## src/rtl/wb_trace_pkg.sv

```systemverilog
// Shared types and constants for the writeback trace stepper.
// Holds the run-controller state encoding and the mode codes accepted with start.
package wb_trace_pkg;

  typedef enum logic [1:0] {
    IDLE  = 2'd0,
    RUN   = 2'd1,
    STEP  = 2'd2,
    BURST = 2'd3
  } state_t;

  localparam logic [1:0] MODE_IDLE  = 2'd0;
  localparam logic [1:0] MODE_RUN   = 2'd1;
  localparam logic [1:0] MODE_STEP  = 2'd2;
  localparam logic [1:0] MODE_BURST = 2'd3;

endpackage

```

## src/rtl/wb_trace_fifo.sv

```systemverilog
// Synchronous trace FIFO with a registered read port and occupancy count.
// A push into a full FIFO is accepted only when a pop frees a slot on the same edge.
module wb_trace_fifo #(
  parameter int DATA_W = 32,
  parameter int DEPTH  = 16
) (
  input  logic                       clk,
  input  logic                       rst_n,
  input  logic                       push,
  input  logic [DATA_W-1:0]          wdata,
  input  logic                       pop,
  output logic [DATA_W-1:0]          rdata,
  output logic                       rvalid,
  output logic [$clog2(DEPTH):0]     level,
  output logic                       full,
  output logic                       empty
);

  localparam int AW = $clog2(DEPTH);

  logic [DATA_W-1:0] mem [DEPTH];
  logic [AW-1:0]     wr_ptr_reg;
  logic [AW-1:0]     rd_ptr_reg;
  logic [AW:0]       level_reg;
  logic [DATA_W-1:0] rdata_reg;
  logic              rvalid_reg;
  logic              pop_ok;
  logic              push_ok;

  assign full    = (level_reg == (AW+1)'(DEPTH));
  assign empty   = (level_reg == '0);
  assign pop_ok  = pop && !empty;
  assign push_ok = push && (!full || pop_ok);

  // Storage carries no reset so it maps onto block RAM; the pointers define validity.
  always_ff @(posedge clk) begin
    if (push_ok) begin
      mem[wr_ptr_reg] <= wdata;
    end
  end

  always_ff @(posedge clk) begin
    if (!rst_n) begin
      wr_ptr_reg <= '0;
      rd_ptr_reg <= '0;
      level_reg  <= '0;
      rdata_reg  <= '0;
      rvalid_reg <= 1'b0;
    end else begin
      rvalid_reg <= pop_ok;
      if (pop_ok) begin
        rdata_reg  <= mem[rd_ptr_reg];
        rd_ptr_reg <= rd_ptr_reg + AW'(1);
      end
      if (push_ok) begin
        wr_ptr_reg <= wr_ptr_reg + AW'(1);
      end
      case ({push_ok, pop_ok})
        2'b10:   level_reg <= level_reg + (AW+1)'(1);
        2'b01:   level_reg <= level_reg - (AW+1)'(1);
        default: level_reg <= level_reg;
      endcase
    end
  end

  assign rdata  = rdata_reg;
  assign rvalid = rvalid_reg;
  assign level  = level_reg;

endmodule

```

## src/rtl/wb_trace_stepper.sv

```systemverilog
// Run controller gating the pipeline clock-enable (free-run, single-step, N-cycle burst)
// and capturing valid writeback values into a trace FIFO while enabled.
module wb_trace_stepper
  import wb_trace_pkg::*;
#(
  parameter int DATA_W = 32,
  parameter int DEPTH  = 16,
  parameter int CNT_W  = 16
) (
  input  logic                     clk,
  input  logic                     rst_n,
  input  logic [1:0]               mode,
  input  logic                     start,
  input  logic                     stop,
  input  logic [CNT_W-1:0]         burst_len,
  input  logic [DATA_W-1:0]        wb_data,
  input  logic                     wb_valid,
  output logic                     pipe_en,
  output logic                     busy,
  output logic                     done,
  output logic [CNT_W-1:0]         cycles,
  input  logic                     rd_en,
  output logic [DATA_W-1:0]        rd_data,
  output logic                     rd_valid,
  output logic [$clog2(DEPTH):0]   level,
  output logic                     overflow,
  input  logic                     clr_ovf
);

  state_t            state_reg, state_next;
  logic              pipe_en_reg, pipe_en_next;
  logic              done_reg, done_next;
  logic [CNT_W-1:0]  remaining_reg, remaining_next;
  logic [CNT_W-1:0]  cycles_reg;
  logic              overflow_reg;
  logic              start_ok;
  logic              capture;
  logic              drop;
  logic              fifo_full;
  logic              fifo_empty;

  assign start_ok = (state_reg == IDLE) && start && (mode != MODE_IDLE);

  // remaining counts enabled cycles still owed after the one being issued now.
  always_comb begin
    state_next     = state_reg;
    pipe_en_next   = 1'b0;
    done_next      = 1'b0;
    remaining_next = remaining_reg;
    case (state_reg)
      IDLE: begin
        if (start) begin
          case (mode)
            MODE_RUN: begin
              state_next   = RUN;
              pipe_en_next = 1'b1;
            end
            MODE_STEP: begin
              state_next   = STEP;
              pipe_en_next = 1'b1;
            end
            MODE_BURST: begin
              state_next = BURST;
              if (burst_len != '0) begin
                pipe_en_next   = 1'b1;
                remaining_next = burst_len - CNT_W'(1);
              end else begin
                remaining_next = '0;
              end
            end
            default: state_next = IDLE;
          endcase
        end
      end
      RUN: begin
        if (stop) begin
          state_next = IDLE;
          done_next  = 1'b1;
        end else begin
          pipe_en_next = 1'b1;
        end
      end
      STEP: begin
        state_next = IDLE;
        done_next  = 1'b1;
      end
      BURST: begin
        if (stop || remaining_reg == '0) begin
          state_next = IDLE;
          done_next  = 1'b1;
        end else begin
          pipe_en_next   = 1'b1;
          remaining_next = remaining_reg - CNT_W'(1);
        end
      end
      default: state_next = IDLE;
    endcase
  end

  always_ff @(posedge clk) begin
    if (!rst_n) begin
      state_reg     <= IDLE;
      pipe_en_reg   <= 1'b0;
      done_reg      <= 1'b0;
      remaining_reg <= '0;
    end else begin
      state_reg     <= state_next;
      pipe_en_reg   <= pipe_en_next;
      done_reg      <= done_next;
      remaining_reg <= remaining_next;
    end
  end

  always_ff @(posedge clk) begin
    if (!rst_n) begin
      cycles_reg <= '0;
    end else if (start_ok) begin
      cycles_reg <= '0;
    end else if (pipe_en_reg && cycles_reg != '1) begin
      cycles_reg <= cycles_reg + CNT_W'(1);
    end
  end

  assign capture = pipe_en_reg && wb_valid;
  // A pop on the same edge makes room, so only a full FIFO without a real pop drops.
  assign drop    = capture && fifo_full && !(rd_en && !fifo_empty);

  always_ff @(posedge clk) begin
    if (!rst_n) begin
      overflow_reg <= 1'b0;
    end else if (drop) begin
      overflow_reg <= 1'b1;
    end else if (clr_ovf) begin
      overflow_reg <= 1'b0;
    end
  end

  wb_trace_fifo #(
    .DATA_W (DATA_W),
    .DEPTH  (DEPTH)
  ) u_fifo (
    .clk    (clk),
    .rst_n  (rst_n),
    .push   (capture),
    .wdata  (wb_data),
    .pop    (rd_en),
    .rdata  (rd_data),
    .rvalid (rd_valid),
    .level  (level),
    .full   (fifo_full),
    .empty  (fifo_empty)
  );

  assign pipe_en  = pipe_en_reg;
  assign busy     = (state_reg != IDLE);
  assign done     = done_reg;
  assign cycles   = cycles_reg;
  assign overflow = overflow_reg;

endmodule

```

## config.mk

```make
export PLATFORM = sky130hd
export DESIGN_NAME = wb_trace_stepper
export DESIGN_NICKNAME = d
export VERILOG_FILES = /design/src/rtl/wb_trace_pkg.sv /design/src/rtl/wb_trace_fifo.sv /design/src/rtl/wb_trace_stepper.sv
export SDC_FILE = /design/constraint.sdc
export NUM_CORES = 1
export LEC_CHECK = 0
export BUFFER_PORTS_ARGS = -buffer_cell sky130_fd_sc_hd__buf_2
export CORE_MARGIN = 8
export CORE_UTILIZATION = 48
export CTS_CLUSTER_SIZE = 24
export DETAILED_ROUTE_END_ITERATION = 8
export PLACE_DENSITY = 0.63
export SKIP_LAST_GASP = 1
export SLEW_MARGIN = 15
export SYNTH_ARGS = -nofsm -noshare
export SYNTH_HDL_FRONTEND = slang
export SYNTH_SLANG_ARGS = --single-unit
```

## constraint.sdc

```tcl
create_clock -name clk -period 4.8 [get_ports clk]
set_input_delay 0.48 -clock clk [delete_from_list [all_inputs] [get_ports clk]]
set_output_delay 0.48 -clock clk [all_outputs]
set_load 0.005 [all_outputs]
```

Word level (Yosys, flattened, before mapping):

Memory sizes are Yosys's and may differ from the RTL's. A register that Yosys moved wholly into a read port is not among the register bits.
Cells that the tools add are included.

* bitwise logic cells: 1
* reduce and logical (&&, ||, !) cells: 27
* equality and inequality tests: 15
* mux-type cells: 24
* add/sub/neg operators: 7

Operator list (count)
* $mux W16: 4
* $pmux W16 S2: 1
* $sub A16 B1 Y16 const B: 2
* $add A16 B1 Y16 const B: 1
* $logic_not A16 Y1: 1
* $ne A16 B16 Y1 const B: 1
* $reduce_bool A16 Y1: 1
* $eq A2 B2 Y1 const B: 5
* $mux W1: 10
* $pmux W5 S2: 1
* $reduce_bool A2 Y1: 5
* $add A4 B1 Y4 const B: 2
* $logic_and A1 B1 Y1: 8
* $ne A2 B2 Y1 const B: 4
* $pmux W2 S4: 1
* $eq A2 B1 Y1 const B: 3
* $mux W2: 3
* $pmux W1 S3: 2
* $pmux W2 S3: 1
* $add A5 B1 Y5 const B: 1
* $eq A5 B5 Y1 const B: 1
* $logic_not A5 Y1: 1
* $sub A5 B1 Y5 const B: 1
* $logic_not A1 Y1: 4
* 8 further kinds: 10

* output and inout port bits: 58
* logic and storage cells: 85
* register bits after elaboration: 51
* memories: 1
* RAM bits: 512
* input bits: 57

Memories
* u_fifo.mem: depth 16, width 32, read ports 1, clocked after memory_dff 1, wr ports 1, line wb_trace_fifo.sv:21 `logic [DATA_W-1:0] mem [DEPTH];`

Depth between registers and ports, before layout:

Gate-level depths: netlist (run 1).

* depth after elaboration: 7
* gate-level depth with buffers: 9
* gate-level depth less buffers: 8

By module:

Synthesis (run 1) repeated with hierarchy kept, for this count alone.

* cell total of the unflattened synthesis: 1258
* area, all modules: 23836.6 um^2

Modules (own cells, without submodules)
* wb_trace_fifo: times used 1, area an instance 21441.8 um^2, sequential area each 16295.6 um^2, cells an instance 971
* wb_trace_stepper: times used 1, area an instance 2394.8 um^2, sequential area each 740.7 um^2, cells an instance 287

Worst setup path after synthesis (run 1):

No wires, ideal clock.

* path kind: reg-to-reg
* start point: register u_fifo.level_reg[1], in the netlist u_fifo.level[1]
* end point: memory u_fifo.mem[3][0] (enable)
* setup slack: 0.853 ns
* data required time: 4.339 ns
* period minus slack after synthesis: 3.947 ns
* data arrival time: 3.486 ns
* library setup time: 0.461 ns
* buffers on the path: 1
* stages on the path, launching flop included: 6
* cells stage by stage: dfxtp_1 > buf_2 > nor4_1 > a31oi_1 > nand2_1 > nor3_1

* cells in the longest elaborated chain, start to end: 7
* elaborated cells between the ends (all ways): 9
* those cells by class: eq/ne: 1; mux: 2; reduce/logical: 6

RTL lines
* from (decl): line wb_trace_fifo.sv:24 `logic [AW:0] level_reg;`
* from (signal assigned): line wb_trace_fifo.sv:59 `2'b10: level_reg <= level_reg + (AW+1)'(1);`
* from (signal assigned): line wb_trace_fifo.sv:60 `2'b01: level_reg <= level_reg - (AW+1)'(1);`
* from (signal assigned): line wb_trace_fifo.sv:61 `default: level_reg <= level_reg;`
* $logic_not A5 Y1: line wb_trace_fifo.sv:31 `assign empty = (level_reg == '0);`
* $logic_not A1 Y1: line wb_trace_fifo.sv:32 `assign pop_ok = pop && !empty;`
* $logic_and A1 B1 Y1: line wb_trace_fifo.sv:32
* $logic_or A1 B1 Y1 *: line wb_trace_fifo.sv:33 `assign push_ok = push && (!full || pop_ok);`
* $logic_and A1 B1 Y1 *: line wb_trace_fifo.sv:33
* $mux W1 *: line wb_trace_fifo.sv:37 `if (push_ok) begin`
* $mux W1 (not written as such) *: line wb_trace_fifo.sv:38 `mem[wr_ptr_reg] <= wdata;`
* to (decl): line wb_trace_fifo.sv:21

Mark *: on every way between the ends. The rest lies on a longest branch, timed or not.

Worst setup path in the final report (run 1):

* start point: register u_fifo.level_reg[1], in the netlist u_fifo.level[1]
* end point: memory u_fifo.mem[6][2] (enable)

Same word-level chain as after synthesis.

==> flow_metrics.py, run 1 <==
metrics = {
    "finish": {
        "fin_nets": 1488,
        "drive_gt1_frac": 0.266,
        "area_delta_synth_final_pct": 14.8,
        "largest_reg_flops": 512,
        "final.fill_count": 3756,
        "diodes": 0,
        "fin_cells": 2090,
    },
    "sta": {
        "fin_tns_setup_ns": 0,
        "clock-skew-final_ns": 0.0137,
        "slew_headroom": 0.204,
        "min_period_ns": 3.14,
        "hold_viol": 0,
        "setup_slack_ns": 1.66,
        "max_freq_mhz": 319,
        "tightest_slew_ns": 1.19,
        "fin_crit_sh": 0.654,
        "setup_viol": 0,
        "rsz0062_at_grt": "false",
        "maxSlewViolCount": 0,
    },
    "global_route": {
        "antenna_found_initial": 0,
        "grt_pass1_wl_mm": 77.0,
        "grt_overflow": 0,
        "grt_max_degree": 49,
        "gr-usage-all-layers": 0.177,
        "grt_pass1_vias": 12776,
    },
    "route": {
        "top_layer": "met4",
        "met2_length_mm": 24.4,
        "wl_per_cell_um": 24.2,
        "drtIter0Drc": 1033,
        "vias_per_cell": 5.90,
        "vias": 12340,
        "finalWirelength_mm": 50.5,
        "m1WireLength_mm": 22.3,
        "antenna_left": 0,
        "drt_first_pass_iters": 7,
        "route.detailed.drc": 0,
        "wl_met3_mm": 2.79,
    },
    "die": {
        "dieArea_um2": 56300,
        "fp.dieH_um": 237,
        "die-width_um": 237,
        "initial_core_util": 0.483,
        "rows": 81,
        "io_pins": 115,
        "coreArea_um2": 48600,
    },
    "clock_network": {
        "cts_buffers": 60,
        "clkTransAtPathRegs_ns": 0.06,
        "clk_path_buf_depth": 3,
        "cts_tree": "yes",
        "hold_buffers": 0,
        "clk_latency_ns": 0.60,
        "cts_resized": 0,
        "clockRootBuffer": "clkbuf_16",
        "post_cts_buffers": 0,
        "htree_levels": 2,
        "clock_sinks": 595,
    },
    "critical_path": {
        "slowest_stage": "nor2_4",
        "startpoint_type": "flop",
        "worstSetupPathType": "flop to flop",
        "path_max_fanout": 20,
        "endpoint_kind": "flop",
        "crit_chain": "nor4_1, a31oi_1, nand2_1, nor2_4, buf_4",
        "worstPathArrival_ns": 3.43,
        "crit_path_max_incr_delay_ns": 0.75,
        "cp_num_buf_inv": 1,
        "required_ns": 5.10,
        "crit_family": "simple AND/OR/NAND/NOR gates",
    },
    "power_and_ir_drop": {
        "max-vdd-ir-drop_mv": 0.295,
        "p_sw_mw": 2.98,
        "swShare": 0.244,
        "p_clk_frac": 0.370,
        "p_leak_nw": 8.65,
        "powerDensity_nw_per_um2": 452,
        "total_power_mw": 12.2,
        "p_comb_frac": 0.143,
        "seq_power_share": 0.487,
        "power.internal_mw": 9.22,
    },
    "synth": {
        "ys_ff_latch": 595,
        "synth-async-reset-ratio": 0,
        "synth_flop_cell": "edfxtp_1",
        "synth_area_um2": 23500,
        "syn-num-nets": 1355,
        "yosys_warnings": 0,
        "synthCells": 1284,
        "synth.avg_cell_area_um2": 18.3,
        "synth_edf_count": 512,
        "yosysSeqAreaShare": 0.725,
        "synth_cell_type_count": 62,
    },
    "flow_run": {
        "maxCapViolCount": 0,
    },
    "placed_design": {
        "hpwl_mm": 29.5,
        "globalplace.congestion": 0.786,
        "post-place-ws_ns": 1.56,
        "io_buffers": 114,
        "post-place-cells": 1971,
    },
    "run_status": {
        "status": "finished clean",
    },
    "hold_path": {
        "hold_class": "input port to flop",
    },
}
Yosys cell counts, types with 2 or more instances:
cell type | count | area share
and2_1 | 2 | 0.00053
nor4_2 | 3 | 0.0016
nor2b_1 | 32 | 0.0085
mux2i_1 | 36 | 0.015
nand4_1 | 12 | 0.0032
or3_1 | 8 | 0.0021
nand3_1 | 11 | 0.0023
o22ai_1 | 14 | 0.0037
buf_4 | 3 | 0.00096
edfxtp_1 | 512 | 0.65
nor3_1 | 28 | 0.0060
ha_1 | 14 | 0.0075
buf_2 | 23 | 0.0049
o32ai_1 | 3 | 0.0011
a211oi_1 | 34 | 0.011
o21ai_1 | 7 | 0.0015
nor2_1 | 58 | 0.0093
a31oi_1 | 2 | 0.00053
a21oi_1 | 45 | 0.0096
or4_1 | 3 | 0.00096
dfxtp_1 | 83 | 0.071
a22o_1 | 32 | 0.012
nor3b_1 | 2 | 0.00064
o21ai_0 | 6 | 0.0013
xnor2_1 | 15 | 0.0056
nand2b_1 | 5 | 0.0013
o21a_1 | 4 | 0.0013
a32o_1 | 13 | 0.0055
o31ai_1 | 4 | 0.0013
nor4_1 | 6 | 0.0016
inv_1 | 14 | 0.0022
buf_1 | 9 | 0.0014
nand2_1 | 30 | 0.0048
mux4_2 | 128 | 0.12
nand3b_1 | 2 | 0.00064
clkbuf_1 | 38 | 0.0061
xor2_1 | 18 | 0.0067
worst reg2reg max path, delay by kind of cell, from the launching register on:
family	cells	cell delay (ns)
AOI/OAI and AO/OA	1	0.64
and+or+nand+nor	3	1.32
DFF	1	0.51
buffers and inverters	1	0.37
worst paths after layout:
kind | from | slack [ns] | endpoint | cells past startpoint
setup / recovery | u_fifo.level[1] | 1.66 | u_fifo.mem[6][2] | 5
hold / removal | stop | 0.17 | done | 3
hold reg to reg | u_fifo.rdata[27] | 0.48 | u_fifo.rdata[27] | 1
setup reg to reg | u_fifo.level[1] | 1.66 | u_fifo.mem[6][2] | 5
through the flow:
| step | utilization | cell area (µm²) | hold WS [ns] |
|---|---|---|---|
| after floorplan | - | 23500 | 0.460 |
| after global placement | 0.512 | 24900 | 0.458 |
| after detailed placement | 0.513 | 24900 | 0.462 |
| after CTS | 0.552 | 26900 | 0.122 |
| after global routing | 0.555 | 27000 | 0.166 |
| final | 0.555 | 27000 | 0.165 |
layer usage:
layer / GRT usage / vias up
li1: - / 5504
met1: 0.244 / 6412
met2: 0.293 / 350
met3: 0.0294 / 74
met4: 0.0485 / 0
met5: 0 / -
layout by cell type (no fill, tap or decap), types with 15 or more instances in the layout:
cell type    n
a211oi_1    34
a21oi_1     45
a22o_1      32
buf_2      114
buf_4       18
clkbuf_16   60
clkinv_1    15
dfxtp_1     79
edfxtp_1   512
mux2i_1     36
mux4_2     128
nand2_1     30
nor2_1      45
nor2b_1     32
nor3_1      24
xnor2_1     15
xor2_1      18
cells by family (layout without fill, tap and decap cells):
logic type,after synthesis,count (layout),share of synthesized area
mux,164,164,0.138
fa+ha+maj,14,14,0.00745
compound gates,178,178,0.0540
simple gates,211,211,0.0475
flops,595,595,0.725
xor+xnor,33,33,0.0123
buf+inv,89,273,0.0162
final cells by class:
class                      instances  area [µm²]  area share
multi-input combinational        600        6210       0.230
clock buffer                      70        1540      0.0570
tap                              622         778      0.0288
clock inverter                    43         374      0.0139
timing repair buffer             145         981      0.0363
inverter                          15        56.3     0.00209
sequential                       595       17000       0.632
power by group through the flow:
stage	clock (mW)	combinational [mW]	sequential, mW
after floorplan	0	1.28	5.95
after global placement	0	1.76	6.04
after detailed placement	0	1.78	6.05
after CTS	4.63	1.79	5.94
after global routing	4.82	1.90	5.96
final	4.52	1.75	5.94
Power figures use the tool's default switching activity.
==> inputs of run 2 (changes only) <==
clock period = 3.1 ns   (was 4.8 ns; I/O delays follow)
==> run 2 against run 1 <==
  * Sequential power increased by 54%
  * Setup slack got worse by 1.2 ns
  * Combinational power increased by 59%
  * Flip-flop and latch count unchanged
  * Clock power increased by 66%
  * Final area increased by 1.5%
  * Critical path type unchanged
  * Largest cell class unchanged
  * Largest power group unchanged
==> flow_metrics.py, run 2 (synthesis results as in run 1) <==
metrics = {
    "run_status": {
        "status": "finished clean",
    },
    "finish": {
        "diodes": 0,
        "final_cell_mix": "512 x edfxtp_1, 128 x mux4_2, 114 x buf_2",
        "final_common_cell": "edfxtp_1",
        "final.fill_count": 3704,
        "final_core_util": 0.563,
        "fin_nets": 1507,
        "area_delta_synth_final_pct": 16.5,
        "largest_reg_flops": 512,
        "drive_gt1_frac": 0.279,
    },
    "global_route": {
        "grt_pass1_wl_mm": 77.1,
        "grt_util_met2": 0.296,
        "antenna_found_initial": 0,
        "grt_max_degree": 49,
        "grt_pass1_vias": 12786,
        "grt_overflow": 0,
        "gr-usage-met3": 0.0259,
        "use_met1": 0.246,
        "globalRoute.busiestLayer": "met2",
        "gr-usage-all-layers": 0.178,
    },
    "clock_network": {
        "hold_buffers": 2,
        "cts_buffers": 58,
        "clock_sinks": 595,
        "clk_path_buf_depth": 3,
        "clkTransAtPathRegs_ns": 0.06,
        "post_cts_buffers": 0,
        "clockRootBuffer": "clkbuf_16",
        "cts_resized": 0,
        "clk_latency_ns": 0.61,
        "htree_levels": 2,
        "cts_tree": "yes",
    },
    "sta": {
        "min_period_ns": 2.67,
        "tightest_slew_ns": 1.07,
        "setup_viol": 0,
        "maxSlewViolCount": 0,
        "slew_headroom": 0.285,
        "fin_tns_setup_ns": 0,
        "max_freq_mhz": 375,
        "rsz0062_at_grt": "false",
        "hold_viol": 0,
        "clock-skew-final_ns": 0.00870,
        "fin_crit_sh": 0.861,
        "whs_ns": 0.0731,
    },
    "power_and_ir_drop": {
        "p_comb_frac": 0.144,
        "p_clk_frac": 0.385,
        "max-vdd-ir-drop_mv": 0.407,
        "seq_power_share": 0.471,
        "p_sw_mw": 4.62,
        "powerDensity_nw_per_um2": 710,
        "power.internal_mw": 14.8,
        "p_leak_nw": 8.81,
        "swShare": 0.237,
    },
    "route": {
        "route.detailed.drc": 0,
        "finalWirelength_mm": 50.2,
        "antenna_left": 0,
        "wl_per_cell_um": 23.8,
        "vias": 12344,
        "drt_first_pass_iters": 5,
        "vias_per_cell": 5.86,
        "drtIter0Drc": 1145,
    },
    "hold_path": {
        "hold_depth": 1,
        "min_from": "wb_data[26]",
        "holdPathEnd": "u_fifo.mem[1][26]",
        "hold_class": "input port to flop",
    },
    "critical_path": {
        "worstSetupPathType": "flop to flop",
        "endpoint_kind": "flop",
        "r2r_cells": 5,
        "startpoint_type": "flop",
        "path_max_fanout": 32,
        "slowest_stage": "a31oi_1",
        "r2r-end": "u_fifo.mem[3][0]",
        "required_ns": 3.39,
        "crit_chain": "nor4_1, a31oi_1, nand2_1, nor3_4, buf_12",
        "worstPathArrival_ns": 2.96,
        "r2r_start": "u_fifo.level[1]",
        "reg2reg_slack_ns": 0.43,
        "crit_path_max_incr_delay_ns": 0.66,
    },
    "die": {
        "dieArea_um2": 56300,
        "fp.dieH_um": 237,
        "initial_core_util": 0.483,
        "io_pins": 115,
        "rows": 81,
        "die-width_um": 237,
        "coreArea_um2": 48600,
    },
    "placed_design": {
        "globalplace.congestion": 0.854,
        "io_buffers": 114,
        "hpwl_mm": 30.0,
    },
    "flow_run": {
        "maxCapViolCount": 0,
    },
}
-- run 2: metrics by stage --
stage / instance area, µm² / power [mW] / std cells / setup WS (ns)
floorplan: 23500 / 11.2 / 1284 / 0.00646
global placement: 25300 / 12.1 / 1996 / 0.499
detailed placement: 25300 / 12.2 / 1996 / 0.474
CTS: 27400 / 19.7 / 2108 / 0.472
global route: 27400 / 20.2 / 2108 / 0.252
finish: 27400 / 19.4 / 2108 / 0.431
-- run 2: layout make-up --
| cell class | instances | area [µm²] | area share |
|---|---|---|---|
| inverters | 15 | 56.3 | 0.00206 |
| clock buffers | 69 | 1550 | 0.0564 |
| flip-flops and latches | 595 | 17000 | 0.622 |
| well taps | 622 | 778 | 0.0284 |
| multi-input cells | 600 | 6240 | 0.228 |
| clock inverters | 41 | 513 | 0.0187 |
| repair buffers | 166 | 1220 | 0.0444 |
-- run 2: per-layer routing --
layer	vias up	wire, µm
li1	5559	-
met1	6381	22100
met2	328	24700
met3	76	2410
met4	0	935
met5	-	0
-- run 2: worst max-delay path by stage --
stage / startpoint / to / slack (ns) / cells past startpoint
after floorplan: u_fifo.level[1] / u_fifo.mem[7][0] / 0.006 / 5
after global placement: u_fifo.level[1] / u_fifo.mem[11][3] / 0.50 / 5
after detailed placement: u_fifo.level[1] / u_fifo.mem[3][4] / 0.47 / 5
after CTS: u_fifo.level[1] / u_fifo.mem[3][18] / 0.47 / 5
after global routing: u_fifo.level[1] / u_fifo.mem[3][0] / 0.25 / 5
final: u_fifo.level[1] / u_fifo.mem[3][0] / 0.43 / 5
-- run 2: critical path: cells and delay by family, from the launching register on --
family | cells | cell delay [ns]
AO/OA/AOI/OAI | 1 | 0.66
buffers and inverters | 1 | 0.27
flip-flops | 1 | 0.50
AND/OR/NAND/NOR | 3 | 0.89
-- run 2: power by group through the flow --
stage | Clock (mW) | Combinational (mW) | Sequential [mW]
2_1_floorplan | 0 | 1.98 | 9.21
3_3_place_gp | 0 | 2.83 | 9.31
6_report | 7.49 | 2.79 | 9.15
5_1_grt | 7.92 | 3.06 | 9.19
4_1_cts | 7.63 | 2.86 | 9.16
3_5_place_dp | 0 | 2.84 | 9.33
